==> src/rtl/cnn_ctrl_pkg.sv <==
`default_nettype none
// ============================================================================
//  Module      : cnn_ctrl_pkg
//  Description : Shared types and constants for the CNN frame controller.
//                Provides the controller state encoding, the padding-mode
//                codes and the default address/counter widths.
//  Revision    : 1.0 - initial release
// ============================================================================
package cnn_ctrl_pkg;

    // Default widths used by the controller, the bus interface and the geometry helper.
    localparam int DEF_ADDR_W = 16;
    localparam int DEF_CNT_W  = 16;

    // Padding-mode codes carried on cfg_pad_mode / padding_mode. 2'b11 is illegal.
    localparam logic [1:0] PAD_NONE = 2'b00;
    localparam logic [1:0] PAD_ZERO = 2'b01;
    localparam logic [1:0] PAD_EDGE = 2'b10;

    // Frame controller states.
    typedef enum logic [2:0] {
        ST_IDLE   = 3'd0,
        ST_CHECK  = 3'd1,
        ST_STREAM = 3'd2,
        ST_DRAIN  = 3'd3,
        ST_DONE   = 3'd4,
        ST_ERR    = 3'd5
    } state_t;

endpackage : cnn_ctrl_pkg
`default_nettype wire

==> src/rtl/cnn_frame_ctrl_if.sv <==
`default_nettype none
// ============================================================================
//  Module      : cnn_frame_ctrl_if
//  Description : Data-path bus of the CNN frame controller: image-memory read
//                port, pixel stream into the pipeline, result stream out of
//                the pipeline and result-memory write port.
//                master = controller side, slave = memories/pipeline side.
//  Revision    : 1.0 - initial release
// ============================================================================
interface cnn_frame_ctrl_if
    import cnn_ctrl_pkg::*;
#(
    parameter int ADDR_W = DEF_ADDR_W
) ();

    // Image memory read port (1-cycle read latency).
    logic                    mem_rd_en;
    logic [ADDR_W-1:0]       mem_addr;
    logic [7:0]              mem_rd_data;

    // Pixel stream into the conv/ReLU/pool pipeline.
    logic                    pix_valid;
    logic signed [7:0]       pix_data;

    // Pooled results coming back from the pipeline.
    logic                    res_valid;
    logic signed [7:0]       res_data;

    // Result memory write port.
    logic                    wr_en;
    logic [ADDR_W-1:0]       wr_addr;
    logic [7:0]              wr_data;

    modport master (
        output mem_rd_en,
        output mem_addr,
        input  mem_rd_data,
        output pix_valid,
        output pix_data,
        input  res_valid,
        input  res_data,
        output wr_en,
        output wr_addr,
        output wr_data
    );

    modport slave (
        input  mem_rd_en,
        input  mem_addr,
        output mem_rd_data,
        input  pix_valid,
        input  pix_data,
        output res_valid,
        output res_data,
        input  wr_en,
        input  wr_addr,
        input  wr_data
    );

endinterface : cnn_frame_ctrl_if
`default_nettype wire

==> src/rtl/cnn_frame_geom.sv <==
`default_nettype none
// ============================================================================
//  Module      : cnn_frame_geom
//  Description : Purely combinational frame geometry. From W, H and the pad
//                mode it derives the pixel count N = W*H, the number of
//                pooled results E = (FW-2)*(FH-2), and whether the
//                configuration can be processed at all. Without padding the
//                3x3 conv trims two rows/columns, hence FW = W-2.
//  Revision    : 1.0 - initial release
// ============================================================================
module cnn_frame_geom
    import cnn_ctrl_pkg::*;
#(
    parameter int CNT_W = DEF_CNT_W
) (
    input  logic [7:0]       width,
    input  logic [7:0]       height,
    input  logic [1:0]       pad_mode,
    output logic [CNT_W-1:0] pix_total,
    output logic [CNT_W-1:0] res_total,
    output logic             cfg_ok
);

    logic [7:0] w_fw;
    logic [7:0] w_fh;

    // Effective conv output size; widths below 2 clamp to 0 so they fail the >=3 test.
    always_comb begin
        w_fw = width;
        w_fh = height;
        if (pad_mode == PAD_NONE) begin
            w_fw = (width  >= 8'd2) ? (width  - 8'd2) : 8'd0;
            w_fh = (height >= 8'd2) ? (height - 8'd2) : 8'd0;
        end
    end

    // Legality check, pixel count and expected pooled-result count.
    always_comb begin
        cfg_ok    = (pad_mode != 2'b11) && (w_fw >= 8'd3) && (w_fh >= 8'd3);
        pix_total = CNT_W'(width) * CNT_W'(height);
        res_total = '0;
        if (cfg_ok) begin
            res_total = CNT_W'(w_fw - 8'd2) * CNT_W'(w_fh - 8'd2);
        end
    end

endmodule : cnn_frame_geom
`default_nettype wire

==> src/rtl/cnn_frame_ctrl.sv <==
`default_nettype none
// ============================================================================
//  Module      : cnn_frame_ctrl
//  Description : Frame-level sequencer for the conv->ReLU->pool pipeline.
//                Latches a frame command, validates it, streams W*H pixels
//                from image memory at one pixel per cycle, writes each pooled
//                result to result memory and pulses done once the expected
//                result count has arrived.
//                Optional feature macro: CNN_CTRL_TIMEOUT_EN enables a DRAIN
//                watchdog that raises err after TIMEOUT_CYC idle cycles.
//  Revision    : 1.0 - initial release
// ============================================================================
module cnn_frame_ctrl
    import cnn_ctrl_pkg::*;
#(
    parameter int ADDR_W      = DEF_ADDR_W,
    parameter int CNT_W       = DEF_CNT_W,
    parameter int TIMEOUT_CYC = 1024
) (
    input  logic              clk,
    input  logic              rst_n,
    input  logic              start,
    input  logic              abort,
    input  logic [7:0]        cfg_width,
    input  logic [7:0]        cfg_height,
    input  logic [1:0]        cfg_pad_mode,
    input  logic [ADDR_W-1:0] img_base,
    input  logic [ADDR_W-1:0] out_base,
    output logic              busy,
    output logic              done,
    output logic              err,
    output logic              dp_rst_n,
    output logic [7:0]        img_width,
    output logic [7:0]        img_height,
    output logic [1:0]        padding_mode,
    output logic [CNT_W-1:0]  out_count,
    cnn_frame_ctrl_if.master  bus
);

    state_t            r_state;
    state_t            w_state_nxt;

    logic [7:0]        r_width;
    logic [7:0]        r_height;
    logic [1:0]        r_pad;
    logic [ADDR_W-1:0] r_img_base;
    logic [ADDR_W-1:0] r_out_base;

    logic [CNT_W-1:0]  r_idx;
    logic [CNT_W-1:0]  r_out_count;
    logic              r_err;
    logic              r_dp_rst_n;
    logic              r_pix_valid;

    logic [CNT_W-1:0]  w_pix_total;
    logic [CNT_W-1:0]  w_res_total;
    logic              w_cfg_ok;

    logic              w_start_ok;
    logic              w_mem_rd_en;
    logic              w_accept;
    logic [CNT_W-1:0]  w_count_next;
    logic              w_last_read;
    logic              w_to_hit;

    // Geometry is derived from the latched config, which is stable while busy.
    cnn_frame_geom #(
        .CNT_W     (CNT_W)
    ) u_geom (
        .width     (r_width),
        .height    (r_height),
        .pad_mode  (r_pad),
        .pix_total (w_pix_total),
        .res_total (w_res_total),
        .cfg_ok    (w_cfg_ok)
    );

    // A start only counts in IDLE and never together with abort.
    assign w_start_ok = (r_state == ST_IDLE) && start && !abort;

    // Results are only taken while a frame is in flight and still short of E.
    assign w_accept     = bus.res_valid && !abort &&
                          ((r_state == ST_STREAM) || (r_state == ST_DRAIN)) &&
                          (r_out_count < w_res_total);
    assign w_count_next = r_out_count + {{(CNT_W-1){1'b0}}, w_accept};
    assign w_last_read  = (r_idx == (w_pix_total - 1'b1));

`ifdef CNN_CTRL_TIMEOUT_EN
    localparam int c_to_w = $clog2(TIMEOUT_CYC + 1);

    logic [c_to_w-1:0] r_to_cnt;

    // DRAIN watchdog: restarts on every accepted result, idles at zero elsewhere.
    always_ff @(posedge clk) begin
        if (!rst_n || (r_state != ST_DRAIN) || w_accept) begin
            r_to_cnt <= '0;
        end else begin
            r_to_cnt <= r_to_cnt + 1'b1;
        end
    end

    assign w_to_hit = (r_to_cnt == c_to_w'(TIMEOUT_CYC - 1)) && !w_accept;
`else
    logic [31:0] w_timeout_unused;

    assign w_timeout_unused = 32'(TIMEOUT_CYC);
    assign w_to_hit         = 1'b0;
`endif

    // State register.
    always_ff @(posedge clk) begin
        if (!rst_n) begin
            r_state <= ST_IDLE;
        end else begin
            r_state <= w_state_nxt;
        end
    end

    // Next-state logic and the image read strobe; abort overrides everything.
    always_comb begin
        w_state_nxt = r_state;
        w_mem_rd_en = 1'b0;
        unique case (r_state)
            ST_IDLE: begin
                if (start) begin
                    w_state_nxt = ST_CHECK;
                end
            end
            ST_CHECK: begin
                w_state_nxt = w_cfg_ok ? ST_STREAM : ST_ERR;
            end
            ST_STREAM: begin
                w_mem_rd_en = 1'b1;
                if (w_last_read) begin
                    w_state_nxt = ST_DRAIN;
                end
            end
            ST_DRAIN: begin
                if (w_count_next == w_res_total) begin
                    w_state_nxt = ST_DONE;
                end else if (w_to_hit) begin
                    w_state_nxt = ST_ERR;
                end
            end
            ST_DONE: begin
                w_state_nxt = ST_IDLE;
            end
            ST_ERR: begin
                w_state_nxt = ST_IDLE;
            end
            default: begin
                w_state_nxt = ST_IDLE;
            end
        endcase
        if (abort) begin
            w_state_nxt = ST_IDLE;
            w_mem_rd_en = 1'b0;
        end
    end

    // Frame configuration captured on an accepted start.
    always_ff @(posedge clk) begin
        if (!rst_n) begin
            r_width    <= '0;
            r_height   <= '0;
            r_pad      <= '0;
            r_img_base <= '0;
            r_out_base <= '0;
        end else if (w_start_ok) begin
            r_width    <= cfg_width;
            r_height   <= cfg_height;
            r_pad      <= cfg_pad_mode;
            r_img_base <= img_base;
            r_out_base <= out_base;
        end
    end

    // Pixel read index: cleared in CHECK, advanced on every issued read.
    always_ff @(posedge clk) begin
        if (!rst_n) begin
            r_idx <= '0;
        end else if (r_state == ST_CHECK) begin
            r_idx <= '0;
        end else if (w_mem_rd_en) begin
            r_idx <= r_idx + 1'b1;
        end
    end

    // Result counter and sticky error flag, both cleared by an accepted start.
    always_ff @(posedge clk) begin
        if (!rst_n) begin
            r_out_count <= '0;
            r_err       <= 1'b0;
        end else if (w_start_ok) begin
            r_out_count <= '0;
            r_err       <= 1'b0;
        end else begin
            r_out_count <= w_count_next;
            if (w_state_nxt == ST_ERR) begin
                r_err <= 1'b1;
            end
        end
    end

    // Datapath reset pulse (CHECK cycle and the cycle after an abort) and pixel valid.
    always_ff @(posedge clk) begin
        if (!rst_n) begin
            r_dp_rst_n  <= 1'b1;
            r_pix_valid <= 1'b0;
        end else begin
            r_dp_rst_n  <= !((w_state_nxt == ST_CHECK) || abort);
            r_pix_valid <= w_mem_rd_en;
        end
    end

    assign busy         = (r_state == ST_CHECK) || (r_state == ST_STREAM) ||
                          (r_state == ST_DRAIN);
    assign done         = (r_state == ST_DONE);
    assign err          = r_err;
    assign dp_rst_n     = r_dp_rst_n;
    assign img_width    = r_width;
    assign img_height   = r_height;
    assign padding_mode = r_pad;
    assign out_count    = r_out_count;

    assign bus.mem_rd_en = w_mem_rd_en;
    assign bus.mem_addr  = w_mem_rd_en ? (r_img_base + ADDR_W'(r_idx)) : '0;
    assign bus.pix_valid = r_pix_valid;
    assign bus.pix_data  = $signed(bus.mem_rd_data);
    assign bus.wr_en     = w_accept;
    assign bus.wr_addr   = w_accept ? (r_out_base + ADDR_W'(r_out_count)) : '0;
    assign bus.wr_data   = w_accept ? $unsigned(bus.res_data) : 8'd0;

endmodule : cnn_frame_ctrl
`default_nettype wire

==> src/flat_wrapper.sv <==
// flat-port wrapper written by rule: the top's interface ports become plain ports
module cnn_frame_ctrl_flat import cnn_ctrl_pkg::*;
#(
    parameter int ADDR_W      = DEF_ADDR_W,
    parameter int CNT_W       = DEF_CNT_W,
    parameter int TIMEOUT_CYC = 1024
)
  (clk, rst_n, start, abort, cfg_width, cfg_height, cfg_pad_mode, img_base, out_base, busy, done, err, dp_rst_n, img_width, img_height, padding_mode, out_count, bus_mem_rd_en, bus_mem_addr, bus_mem_rd_data, bus_pix_valid, bus_pix_data, bus_res_valid, bus_res_data, bus_wr_en, bus_wr_addr, bus_wr_data);
  cnn_frame_ctrl_if #(.ADDR_W(ADDR_W)) bus_i ();
  input  logic clk;
  input  logic rst_n;
  input  logic start;
  input  logic abort;
  input  logic [7:0] cfg_width;
  input  logic [7:0] cfg_height;
  input  logic [1:0] cfg_pad_mode;
  input  logic [ADDR_W-1:0] img_base;
  input  logic [ADDR_W-1:0] out_base;
  output logic busy;
  output logic done;
  output logic err;
  output logic dp_rst_n;
  output logic [7:0] img_width;
  output logic [7:0] img_height;
  output logic [1:0] padding_mode;
  output logic [CNT_W-1:0] out_count;
  output wire logic [$bits(bus_i.mem_rd_en)-1:0] bus_mem_rd_en;
  output wire logic [$bits(bus_i.mem_addr)-1:0] bus_mem_addr;
  input wire logic [$bits(bus_i.mem_rd_data)-1:0] bus_mem_rd_data;
  output wire logic [$bits(bus_i.pix_valid)-1:0] bus_pix_valid;
  output wire logic [$bits(bus_i.pix_data)-1:0] bus_pix_data;
  input wire logic [$bits(bus_i.res_valid)-1:0] bus_res_valid;
  input wire logic [$bits(bus_i.res_data)-1:0] bus_res_data;
  output wire logic [$bits(bus_i.wr_en)-1:0] bus_wr_en;
  output wire logic [$bits(bus_i.wr_addr)-1:0] bus_wr_addr;
  output wire logic [$bits(bus_i.wr_data)-1:0] bus_wr_data;
  assign bus_mem_rd_en = bus_i.mem_rd_en;
  assign bus_mem_addr = bus_i.mem_addr;
  assign bus_i.mem_rd_data = bus_mem_rd_data;
  assign bus_pix_valid = bus_i.pix_valid;
  assign bus_pix_data = bus_i.pix_data;
  assign bus_i.res_valid = bus_res_valid;
  assign bus_i.res_data = bus_res_data;
  assign bus_wr_en = bus_i.wr_en;
  assign bus_wr_addr = bus_i.wr_addr;
  assign bus_wr_data = bus_i.wr_data;
  cnn_frame_ctrl #(.ADDR_W(ADDR_W), .CNT_W(CNT_W), .TIMEOUT_CYC(TIMEOUT_CYC)) u_core (.clk(clk), .rst_n(rst_n), .start(start), .abort(abort), .cfg_width(cfg_width), .cfg_height(cfg_height), .cfg_pad_mode(cfg_pad_mode), .img_base(img_base), .out_base(out_base), .busy(busy), .done(done), .err(err), .dp_rst_n(dp_rst_n), .img_width(img_width), .img_height(img_height), .padding_mode(padding_mode), .out_count(out_count), .bus(bus_i));
endmodule
==> config.mk <==
export PLATFORM = sky130hd
export DESIGN_NAME = cnn_frame_ctrl_flat
export DESIGN_NICKNAME = d
export VERILOG_FILES = /design/src/rtl/cnn_ctrl_pkg.sv /design/src/rtl/cnn_frame_ctrl_if.sv /design/src/rtl/cnn_frame_geom.sv /design/src/rtl/cnn_frame_ctrl.sv /design/src/flat_wrapper.sv
export SDC_FILE = /design/constraint.sdc
export NUM_CORES = 1
export LEC_CHECK = 0
export CORE_UTILIZATION = 40
export DETAILED_ROUTE_END_ITERATION = 7
export SLEW_MARGIN = 30
export SYNTH_ARGS = -nofsm -noshare
export SYNTH_HDL_FRONTEND = slang
export SYNTH_SLANG_ARGS = --single-unit
==> constraint.sdc <==
create_clock -name clk -period 25.3 [get_ports clk]
set_input_delay 5.06 -clock clk [delete_from_list [all_inputs] [get_ports clk]]
set_output_delay 5.06 -clock clk [all_outputs]
set_load 0.005 [all_outputs]
### Word-level counts from Yosys, hierarchy flattened

Cells that the tools add are included.

| word-level totals | value |
|---|---|
| flip-flop bits (word level) | 88 |
| output and inout bits | 89 |
| word-level logic and storage cells | 70 |
| input bits | 71 |

| operators by class | value |
|---|---|
| order comparisons | 5 |
| eq/ne operators | 9 |
| multiplexer cells | 16 |
| bitwise logic cells | 1 |
| reduce and logical (&&, ||, !) cells | 17 |
| add/subtract/negate cells | 9 |
| multiply operators | 2 |

Operator list:

| kind | count |
|---|---|
| $mux W16 | 3 |
| $mux W8 | 5 |
| $add A16 B16 Y16 | 2 |
| $eq A16 B16 Y1 | 2 |
| $ge A8 B2 Y1 const B | 4 |
| $sub A8 B2 Y9 const B | 2 |
| $add A16 B1 Y16 | 1 |
| $add A16 B1 Y16 const B | 1 |
| $lt A16 B16 Y1 | 1 |
| $mul A8 B8 Y16 | 1 |
| $mul A9 B9 Y16 | 1 |
| $sub A16 B1 Y16 const B | 1 |
| $sub A8 B2 Y8 const B | 2 |
| $mux W3 | 5 |
| $pmux W3 S4 | 1 |
| $logic_and A1 B1 Y1 | 7 |
| $eq A3 B1 Y1 const B | 2 |
| $eq A3 B2 Y1 const B | 2 |
| $eq A3 B3 Y1 const B | 2 |
| $logic_or A1 B1 Y1 | 4 |
| $reduce_or A2 Y1 | 2 |
| $logic_not A3 Y1 | 1 |
| $logic_not A1 Y1 | 2 |
| $logic_not A2 Y1 | 1 |
| other kinds (3) | 4 |

### Longest topological paths before layout

| logic depth | value |
|---|---|
| depth in word-level cells | 17 |
| mapped depth | 54 |
| depth with buffers taken out | 49 |

### Hierarchy

A second synthesis with hierarchy kept.

| second synthesis, totals | value |
|---|---|
| cell total of the unflattened synthesis | 1499 |
| area, all modules | 11900.2 µm² |

By module, submodules not included:

| module | area each (µm²) | sequential area each (µm²) | cells an instance | instances |
|---|---|---|---|---|
| cnn_frame_ctrl | 6247.2 | 1761.7 | 802 | 1 |
| cnn_frame_geom | 5652.9 | 0.0 | 697 | 1 |

### Worst setup path after synthesis

No wires, ideal clock.

| path | value |
|---|---|
| kind | register to output |
| from | register u_core.r_width[4], in the netlist u_core.img_width[4] |
| to | output bus_wr_addr[0] |
| arrival time | 8.618 ns |
| cell stages (with the launch flop) | 40 |
| slack | 11.622 ns |
| data required time | 20.240 ns |
| cell sequence | dfxtp_1 buf_2 or4_4 o311ai_1 nand2_1 inv_1 ha_1 clkbuf_1 nor2b_1 a311oi_1 o31a_1 a311oi_2 and2_1 clkbuf_1 nand2_1 fa_1 inv_1 fa_1 (+4 left out) inv_1 ha_1 o21ai_0 nor2_1 o21ai_0 o21bai_1 a21oi_1 xnor3_1 nor2b_1 inv_1 ha_1 inv_1 o211ai_1 nor3_1 a21oi_1 inv_2 clkbuf_1 and2_1 |

| between the ends | value |
|---|---|
| word-level cells in the longest chain between the ends | 10 |

RTL lines:

| what | line | text |
|---|---|---|
| start, declared | cnn_frame_ctrl.sv:43 | `logic [7:0] r_width;` |
| start signal, assigned | cnn_frame_ctrl.sv:170 | `r_width <= cfg_width;` |
| $sub A8 B2 Y8 / $ge A8 B2 Y1 (equally long branches) | cnn_frame_geom.sv:32 | `w_fw = (width >= 8'd2) ? (width - 8'd2) : 8'd0;` |
| $mux W8 | cnn_frame_geom.sv:32 |  |
| $mux W8 * | cnn_frame_geom.sv:31 | `if (pad_mode == PAD_NONE) begin` |
| branches (longest 3 deep; another with $mul A9 B9 Y16) | n/a |  |
| $mux W16 * | cnn_frame_geom.sv:42 | `if (cfg_ok) begin` |
| $lt A16 B16 Y1 * | cnn_frame_ctrl.sv:84 | `(r_out_count < w_res_total);` |
| $logic_and A1 B1 Y1 * | cnn_frame_ctrl.sv:83 | `((r_state == ST_STREAM) \|\| (r_state == ST_DRAIN)) &&` |
| via bus_wr_en | flat_wrapper.sv:34 | `output wire logic [$bits(bus_i.wr_en)-1:0] bus_wr_en;` |
| $mux W16 * | cnn_frame_ctrl.sv:231 | `assign bus.wr_addr = w_accept ? (r_out_base + ADDR_W'(r_out_count)) : '0;` |
| end, declared | flat_wrapper.sv:35 | `output wire logic [$bits(bus_i.wr_addr)-1:0] bus_wr_addr;` |

Mark *: on every way through the listed nets, which the timed path passes.

### Final worst setup path

| path | value |
|---|---|
| from | register u_core.r_width[4], in the netlist u_core.img_width[4] |
| to | output bus_wr_data[7] |

| between the ends | value |
|---|---|
| word-level cells in the longest chain between the ends | 10 |

RTL lines:

| what | line | text |
|---|---|---|
| $sub A8 B2 Y8 / $ge A8 B2 Y1 (equally long branches) | cnn_frame_geom.sv:32 |  |
| $mux W8 | cnn_frame_geom.sv:32 |  |
| $mux W8 * | cnn_frame_geom.sv:31 |  |
| branches (longest 3 deep; another with $mul A9 B9 Y16) | n/a |  |
| $mux W16 * | cnn_frame_geom.sv:42 |  |
| $lt A16 B16 Y1 * | cnn_frame_ctrl.sv:84 |  |
| $logic_and A1 B1 Y1 * | cnn_frame_ctrl.sv:83 |  |
| $mux W8 * | cnn_frame_ctrl.sv:232 | `assign bus.wr_data = w_accept ? $unsigned(bus.res_data) : 8'd0;` |
| end, declared | flat_wrapper.sv:36 | `output wire logic [$bits(bus_i.wr_data)-1:0] bus_wr_data;` |

Mark *: on every way between the ends.

==> impl_metrics.yaml <==
outcome:
  status: "complete, no violations"
grt:
  grt_pass1_wl_um: 54200
  grtUsageTotal_pct: 22.3
  antenna_found_initial: 0
  grt_pass1_vias: 10400
  grt-ovfl-total: 0
  grt_max_degree: 59
clocking:
  cts_htree_levels: 3
  holdBufCountCts: 0
  cts.repair.resized: 0
  clk_latency_ns: 0.36
  cts_setup_buffers: 0
  clk_pin_slew_ns: 0.08
  clockRootBuffer: "clkbuf_16"
  clkSinkCount: 88
  cts_tree: "yes"
  max-clock-path-buffers: 2
  numCtsBuffers: 9
finish:
  num_antenna_cells: 0
  instances_no_fill: 1974
  nets: 1887
  final_layout_size_suffix_gt1_share_pct: 3.27
  syn2layout_area_growth_pct: 16.6
floorplan:
  initial_core_util_pct: 41.0
  dieHeight_um: 174
  pin_count: 160
  floorplan.rows: 62
  die_area_sq_mm: 0.0303
  die_width_um: 174
  core_sq_mm: 0.0289
hold_path:
  whs_path_depth: 2
  min_path_type: "flop to flop"
  worstHoldEndpoint: "u_core.r_img_base[2]"
  hold_start: "u_core.r_img_base[2]"
timing:
  maxSlewHeadroom_pct: 46.3
  min_period_ns: 15.32
  fin_crit_sh_pct: 60.5
  setup_viol: 0
  rsz0062_at_grt: "no"
  fmax_ghz: 0.0653
  skew_ns: 0.0173
  worstMarginPinSlew_ns: 0.805
  tns_ns: 0
  finalHoldViolCount: 0
  slew_violations: 0
routing:
  wirelength_met1_um: 15600
  wl_um: 32900
  top_layer: "met4"
  viasPerCell: 5.27
  routed-wl-met2_um: 14900
  remaining_drc_errors: 0
  wl_met3_um: 1750
  ant_nets: 0
  wire_per_inst_um: 16.6
  drtIter0Drc: 538
  dr_total_vias: 10400
  first_pass_iters: 5
critical_path:
  critPathLaunchType: "flop"
  r2r_slack_ns: 13.20
  critical_path_class: "flop to output pin"
  timing.rr.start: "u_core.img_width[4]"
  end_kind: "output pin"
  crit_slowest_cell: "or4_4"
  rr_endpoint: "u_core.r_state[1]"
  worstPathRequired_ns: 20.24
  path_max_fanout: 20
  arrival_ns: 10.26
  reg2regPathDepth: 47
  crit_path_max_incr_delay_ns: 0.68
yosys:
  synth_top_area_cell: "fa_1"
  syn_nets: 1784
  synthesis.area_sq_mm: 0.0119
  synth_edf_count: 0
  yosysTopAreaCellShare_pct: 17.9
  synth.most_common_cell: "nand2_1"
  ys.flop_type: "dfxtp_1"
  ys_ff_latch: 88
  ys_types: 81
  ys_seq_area_share_pct: 14.9
  syn_avg_cell_area_sq_um: 7.99
  ys_async_sr_fraction_pct: 0
  synth_area_leaders: "fa_1 (18%), dfxtp_1 (15%), ha_1 (13%)"
  netlist_top_cells_count: "nand2_1 (208), inv_1 (167), nor2_1 (144)"
  yosysWarnings: 0
  synth_cells: 1483
placement:
  post-dp-hpwl_um: 26200
  gp_congestion: 0.912
  io_buffers: 143
  placed_cells: 1959
flow_run:
  maxCapViolCount: 0
## cell families after synthesis
logic type	synth area share (%)
buffers and inverters	7.79
flip-flops	14.9
AND/OR/NAND/NOR	22.4
adder cells (fa/ha/maj)	31.0
AO/OA/AOI/OAI	14.8
multiplexers	0.612
XOR/XNOR	8.61
## per-layer routing
metal | global-route usage [%] | up-vias
met2 | 35.8 | 263
met3 | 3.89 | 34
met1 | 30.9 | 4986
met4 | 5.74 | 0
met5 | 0 | -
li1 | - | 5125
## metrics by stage
step	hold slack, ns	worst slack (ns)	utilization, %	instance area [sq um]
floorplan	0.447	11.62	-	11900
global route	0.495	9.22	47.8	13800
global placement	0.458	10.49	46.8	13500
finish	0.472	9.98	47.8	13800
detailed placement	0.463	10.44	46.8	13500
CTS	0.474	9.98	47.8	13800
## worst max-delay path: cells and delay by family, from the launching register on
kind,cells,cell delay (ns)
AOI/OAI and AO/OA,10,1.74
xor gates and xnor gates,1,0.40
and+or+nand+nor,10,2.32
adders and majority gates,8,3.51
DFF,1,0.56
buffers and inverters,8,1.34
## final cells by class
type	instances	area (sq um)
sequential	88	1760
clock buffer	9	225
multi-input combinational	1167	9180
inverter	169	634
tap	384	480
timing repair buffer	151	1490
fill	2846	15100
clock inverter	6	51.3
## worst max-delay path by stage
| stage | from | to | slack (ns) | cells past startpoint |
|---|---|---|---|---|
| detailed placement | u_core.img_width[1] | bus_wr_data[7] | 10.44 | 37 |
| finish | u_core.img_width[4] | bus_wr_data[7] | 9.98 | 37 |
| CTS | u_core.img_width[4] | bus_wr_data[7] | 9.98 | 37 |
| global placement | u_core.img_width[1] | bus_wr_data[7] | 10.49 | 37 |
| floorplan | u_core.img_width[4] | bus_wr_addr[0] | 11.62 | 39 |
| global route | u_core.img_width[4] | bus_wr_addr[1] | 9.22 | 37 |
## registers in the layout, indices dropped and copies added (netlist names)
signal	count
u_core.out_count	16
u_core.r_idx	16
u_core.r_img_base	16
u_core.r_out_base	16
u_core.img_height	8
u_core.img_width	8
u_core.r_state	3
u_core.padding_mode	2
u_core.bus.pix_valid	1
u_core.dp_rst_n	1
u_core.err	1
## layout by cell type (no fill, tap or decap), types with 11 or more instances in the layout
cell             synthesis  final
nand2b_1                13     13
fa_1                   106    106
a21boi_0                50     50
a21oi_1                 51     51
o21ai_0                 39     39
inv_1                  167    167
and2_1                  50     50
nor3_1                  33     33
dfxtp_1                 88     88
ha_1                   124    124
nand3_1                 25     24
nand2_1                208    208
nor4_1                  11     11
clkdlybuf4s50_1          0    142
nor2_1                 144    144
o21bai_1                13     13
xor2_1                  48     48
a21o_1                  23     23
a211oi_1                12     12
xnor2_1                 66     66
and3_1                  22     21
Power is left out: the tool's default activity adds up to more than one toggle a clock period on the data nets, which glitch-free logic cannot reach.
